==> src/rtl/dest_data_seq.sv <==
// Data-path sequencer: steers len+1 beats from the source chosen by each mux entry onto one output stream.
// Optional source-tlast consistency check is built when DEST_TLAST_CHK_EN is defined.
module dest_data_seq #(
  parameter int unsigned DATA_BITS    = 512,
  parameter int unsigned N_DESTS      = 1,
  parameter int unsigned PID_BITS     = 6,
  parameter int unsigned BLEN_BITS    = 4,
  localparam int unsigned N_DESTS_BITS = (N_DESTS > 1) ? $clog2(N_DESTS) : 1,
  localparam int unsigned KEEP_BITS    = DATA_BITS / 8
) (
  input  logic                           aclk,
  input  logic                           aresetn,
  // sequence entries from the arbiter queue
  input  logic                           mux_valid,
  output logic                           mux_ready,
  input  logic [PID_BITS-1:0]            mux_pid,
  input  logic [BLEN_BITS-1:0]           mux_len,
  input  logic [N_DESTS_BITS-1:0]        mux_dest,
  // per-destination source streams, flattened with source i at slice i
  input  logic [N_DESTS-1:0]             s_axis_tvalid,
  output logic [N_DESTS-1:0]             s_axis_tready,
  input  logic [N_DESTS*DATA_BITS-1:0]   s_axis_tdata,
  input  logic [N_DESTS*KEEP_BITS-1:0]   s_axis_tkeep,
  input  logic [N_DESTS-1:0]             s_axis_tlast,
  // shared output stream
  output logic                           m_axis_tvalid,
  input  logic                           m_axis_tready,
  output logic [DATA_BITS-1:0]           m_axis_tdata,
  output logic [KEEP_BITS-1:0]           m_axis_tkeep,
  output logic                           m_axis_tlast,
  output logic [PID_BITS-1:0]            m_pid,
  output logic                           err_dest,
  output logic                           err_tlast
);

  typedef enum logic {IDLE, XFER} state_e;

  state_e                  state_q, state_d;
  logic [BLEN_BITS-1:0]    cnt_q, cnt_d;
  logic [N_DESTS_BITS-1:0] dest_q, dest_d;
  logic [PID_BITS-1:0]     pid_q, pid_d;
  logic                    err_dest_q, err_dest_d;

  logic                    src_tvalid_c;
  logic [DATA_BITS-1:0]    src_tdata_c;
  logic [KEEP_BITS-1:0]    src_tkeep_c;
  logic                    dest_ok_c;
  logic [N_DESTS_BITS-1:0] dest_sel_c;
  logic                    xfer_c;
  logic                    last_c;
  logic                    beat_c;

  // A single-source build ignores dest entirely.
  assign dest_ok_c  = (N_DESTS == 1) || (32'(mux_dest) < N_DESTS);
  assign dest_sel_c = (N_DESTS == 1) ? '0 : mux_dest;

  assign xfer_c = (state_q == XFER);
  assign last_c = (cnt_q == '0);
  assign beat_c = xfer_c && src_tvalid_c && m_axis_tready;

  // Source select by the latched dest
  always_comb begin
    src_tvalid_c = 1'b0;
    src_tdata_c  = '0;
    src_tkeep_c  = '0;
    for (int unsigned i = 0; i < N_DESTS; i++) begin
      if (dest_q == N_DESTS_BITS'(i)) begin
        src_tvalid_c = s_axis_tvalid[i];
        src_tdata_c  = s_axis_tdata[i*DATA_BITS +: DATA_BITS];
        src_tkeep_c  = s_axis_tkeep[i*KEEP_BITS +: KEEP_BITS];
      end
    end
  end

  // Only the selected source is ever acknowledged; the rest hold their data.
  always_comb begin
    s_axis_tready = '0;
    for (int unsigned i = 0; i < N_DESTS; i++) begin
      if (aresetn && xfer_c && (dest_q == N_DESTS_BITS'(i))) begin
        s_axis_tready[i] = m_axis_tready;
      end
    end
  end

  assign m_axis_tvalid = aresetn && xfer_c && src_tvalid_c;
  assign m_axis_tdata  = src_tdata_c;
  assign m_axis_tkeep  = src_tkeep_c;
  assign m_axis_tlast  = xfer_c && last_c;
  assign m_pid         = pid_q;
  assign err_dest      = aresetn && err_dest_q;

  // Next-state: the last-beat cycle also accepts the next entry for zero-bubble chaining
  always_comb begin
    state_d    = state_q;
    cnt_d      = cnt_q;
    dest_d     = dest_q;
    pid_d      = pid_q;
    err_dest_d = 1'b0;
    mux_ready  = 1'b0;
    case (state_q)
      IDLE: begin
        mux_ready = 1'b1;
        if (mux_valid) begin
          if (dest_ok_c) begin
            dest_d  = dest_sel_c;
            pid_d   = mux_pid;
            cnt_d   = mux_len;
            state_d = XFER;
          end else begin
            err_dest_d = 1'b1;
          end
        end
      end
      XFER: begin
        if (beat_c) begin
          if (!last_c) begin
            cnt_d = cnt_q - BLEN_BITS'(1);
          end else begin
            mux_ready = 1'b1;
            state_d   = IDLE;
            if (mux_valid) begin
              if (dest_ok_c) begin
                dest_d  = dest_sel_c;
                pid_d   = mux_pid;
                cnt_d   = mux_len;
                state_d = XFER;
              end else begin
                err_dest_d = 1'b1;
              end
            end
          end
        end
      end
      default: state_d = IDLE;
    endcase
    if (!aresetn) begin
      mux_ready = 1'b0;
    end
  end

  always_ff @(posedge aclk) begin
    if (!aresetn) begin
      state_q    <= IDLE;
      cnt_q      <= '0;
      dest_q     <= '0;
      pid_q      <= '0;
      err_dest_q <= 1'b0;
    end else begin
      state_q    <= state_d;
      cnt_q      <= cnt_d;
      dest_q     <= dest_d;
      pid_q      <= pid_d;
      err_dest_q <= err_dest_d;
    end
  end

`ifdef DEST_TLAST_CHK_EN
  logic src_tlast_c;
  logic err_tlast_q, err_tlast_d;

  always_comb begin
    src_tlast_c = 1'b0;
    for (int unsigned i = 0; i < N_DESTS; i++) begin
      if (dest_q == N_DESTS_BITS'(i)) begin
        src_tlast_c = s_axis_tlast[i];
      end
    end
  end

  // Sticky flag: source tlast disagreed with the count-derived last beat
  always_comb begin
    err_tlast_d = err_tlast_q;
    if (beat_c && (src_tlast_c != last_c)) begin
      err_tlast_d = 1'b1;
    end
  end

  always_ff @(posedge aclk) begin
    if (!aresetn) begin
      err_tlast_q <= 1'b0;
    end else begin
      err_tlast_q <= err_tlast_d;
    end
  end

  assign err_tlast = err_tlast_q;
`else
  logic unused_tlast;
  assign unused_tlast = ^s_axis_tlast;
  assign err_tlast    = 1'b0;
`endif

endmodule
==> config.mk <==
export PLATFORM = sky130hd
export DESIGN_NAME = dest_data_seq
export DESIGN_NICKNAME = d
export VERILOG_FILES = /design/src/rtl/dest_data_seq.sv
export SDC_FILE = /design/constraint.sdc
export NUM_CORES = 1
export LEC_CHECK = 0
export BUFFER_PORTS_ARGS = -buffer_cell sky130_fd_sc_hd__buf_2
export CAP_MARGIN = 20
export CORE_AREA = 2 2 462 464
export CTS_CLUSTER_SIZE = 30
export DETAILED_ROUTE_END_ITERATION = 10
export DIE_AREA = 0 0 464 466
export MAX_ROUTING_LAYER = met4
export PLACE_DENSITY = 0.3
export SETUP_SLACK_MARGIN = 0.02
export SLEW_MARGIN = 40
export SYNTH_ARGS = -nofsm -noshare
export SYNTH_HDL_FRONTEND = slang
export SYNTH_SLANG_ARGS = --single-unit
==> constraint.sdc <==
create_clock -name aclk -period 2.4 [get_ports aclk]
set_input_delay 0.24 -clock aclk [delete_from_list [all_inputs] [get_ports aclk]]
set_output_delay 0.24 -clock aclk [all_outputs]
set_load 0.05 [all_outputs]
==> flow_summary.json <==
{
  "grt_pass1_vias": 1731,
  "yosys.area_share.simple": 0.0283,
  "crit_family": "flip-flops",
  "fill_cells": 25272,
  "seq_area_frac_synth": 0.0445,
  "arrival_ns": 1.62,
  "antenna_found_initial": 3,
  "report.final.slew_viol_count": 0,
  "rows": 169,
  "cp_slowest_cell": "dfxtp_1",
  "grt_util_all_layers": 0.134,
  "io_pins": 1181,
  "final_hold_viol_count": 0,
  "rsz0062_at_grt": "no",
  "rrSetupSlack_ns": 0.70,
  "crit_path_end_kind": "output port",
  "nNetsFinal": 694,
  "fmax_ghz": 0.536,
  "htree_levels": 1,
  "syn_avg_cell_area_um2": 7.59,
  "async_reset_ff_frac": 0,
  "final-setup-viol-count": 0,
  "hold_path_class": "in -> reg",
  "synth_adder_area_share": 0.00253,
  "cpPeakStageDelay_ns": 0.33,
  "drt-wirelength-per-cell_um": 50.3,
  "synth_xor_area_frac": 0,
  "p_per_area_nw_per_um2": 161,
  "clk_latency_ns": 0.24,
  "synth_compound_area_frac": 0.0311,
  "netlist-cell-type-count": 32,
  "cts_hold_buf": 0,
  "cts-resized-gates": 0,
  "cts_root_buffer": "clkbuf_16",
  "vias": 1994,
  "synth_edf_count": 0,
  "synthMuxAreaShare": 0.00430,
  "min_period_ns": 1.86,
  "cts_tree": "done",
  "outcome": "completed",
  "start_kind": "flip-flop",
  "synth_warnings": 0,
  "cp_max_fo": 4,
  "die_y_um": 466,
  "cts_max_path_buffers": 2,
  "finalClockSkew_ns": 0.00176,
  "drive_above_1_share": 0.364,
  "crit_chain": "inv_1 -> ha_1 -> nand3_1 -> o31ai_1 -> and2_1 -> buf_2",
  "wl_mm": 147,
  "fp.coreArea_um2": 211000,
  "fin_area_um2": 4320,
  "portBuffers": 24,
  "crit_buf_inv": 2,
  "die_w_um": 464,
  "cp_data_required_time_ns": 2.16,
  "routed_via_density": 0.683,
  "diodes": 0,
  "grt_max_degree": 18,
  "cts.sinks": 11,
  "path_clk_slew_ns": 0.04,
  "grt.overflow.total": 0,
  "synth_top_family_by_area": "buffers and inverters",
  "synthFlopType": "dfxtp_1",
  "drc_errors": 0,
  "area_growth_pct": -12.7,
  "grt_first_pass_wirelength_mm": 152,
  "ant_nets": 0,
  "fin_tns_setup_ns": 0,
  "power_leakage_nw": 0.385,
  "seq_area_um2": 220,
  "placed_area_um2": 4240,
  "path_class": "reg -> out",
  "dr.pass1.iters": 6,
  "start_util": 0.0234,
  "ys_ff_latch": 11,
  "period_share": 0.777,
  "dieArea_um2": 216000,
  "drtIter0Drc": 131,
  "ir_drop_mv": 0.328,
  "syn_inst": 651,
  "multi_input_area_um2": 335,
  "maxCapViolCount": 0,
  "postCtsSetupBuffers": 0,
  "synth_area_um2": 4940,
  "dp_hpwl_mm": 145,
  "cts_made_buffers": 3,
  "place.gp.congestion": 0.850
}
[worst paths after layout]
path	to	cells past startpoint	from
worst max-delay path	mux_ready	6	cnt_q[0]
worst max register to register	cnt_q[3]	6	cnt_q[0]
worst min register to register	m_pid[1]	2	m_pid[1]
worst min-delay path	m_pid[4]	3	mux_pid[4]
[per-stage QoR]
| step | cells | worst slack [ns] | total power, mW | utilization | hold WS, ns |
|---|---|---|---|---|---|
| after floorplan | 652 | 0.822 | 2.93 | - | 0.373 |
| final | 2920 | 0.536 | 0.694 | 0.0204 | 0.235 |
| after global placement | 2916 | 0.693 | 0.395 | 0.0201 | 0.457 |
| after global routing | 2920 | 0.418 | 0.720 | 0.0204 | 0.248 |
| after detailed placement | 2916 | 0.726 | 0.390 | 0.0201 | 0.450 |
| after CTS | 2920 | 0.507 | 0.708 | 0.0204 | 0.235 |
[sequential cells by signal (all words and copies together), names as in the netlist]
register	count
state_q	1
cnt_q	4
m_pid	6
[cell type report]
cell class / count / area share
sequential: 11 / 0.0510
multi-input combinational: 53 / 0.0777
timing repair buffer: 26 / 0.0313
tap: 2821 / 0.817
clock buffer: 4 / 0.0183
inverter: 5 / 0.00435
[report_power, final]
group | internal [mW] | switching [mW]
Combinational | 0.0543 | 0.114
Clock | 0.224 | 0.0879
Sequential | 0.200 | 0.0147
Total | 0.478 | 0.216
[synth_stat cells, types with 2 or more instances]
cell      instances  area, µm²
nand3_1           7       35.0
o211ai_1          2       15.0
and3_2            2       15.0
buf_4           578       4340
a21oi_1           4       20.0
buf_6             2       22.5
nand2_1           9       33.8
inv_1             5       18.8
nor2_1            2       7.51
clkbuf_1          3       11.3
o21ai_1           6       30.0
dfxtp_1          11        220
[routing by layer]
layer,track usage,share of wire,vias to the layer above
met3,0.321,0.52,224
met2,0.201,0.43,994
met1,0.00717,0.021,465
li1,-,-,311
met5,-,0,-
met4,0.0258,0.024,0
[placed cells by master (no fill, tap or decap), types with 2 or more instances in the layout]
master	netlist	routed
nor2_1	2	2
dfxtp_1	11	11
conb_1	1	2
nand3_1	7	7
nand2_1	9	9
and3_2	2	2
buf_4	578	2
clkbuf_16	0	3
a21oi_1	4	4
buf_2	0	24
o211ai_1	2	2
inv_1	5	5
o21ai_1	6	6
[cells by family (layout without fill, tap and decap cells)]
family                   after synthesis  in the layout
AO/OA/AOI/OAI                         21             21
buffers and inverters                588             35
flip-flops                            11             11
other                                  1              2
adder cells (fa/ha/maj)                1              1
AND/OR/NAND/NOR                       27             27
multiplexers                           2              2
[worst min-delay path: stages]
cell and delay, ns:
buf_2 0.09, nand2_1 0.05, o21ai_1 0.05
No activity file was read; power rests on OpenSTA's default activity.
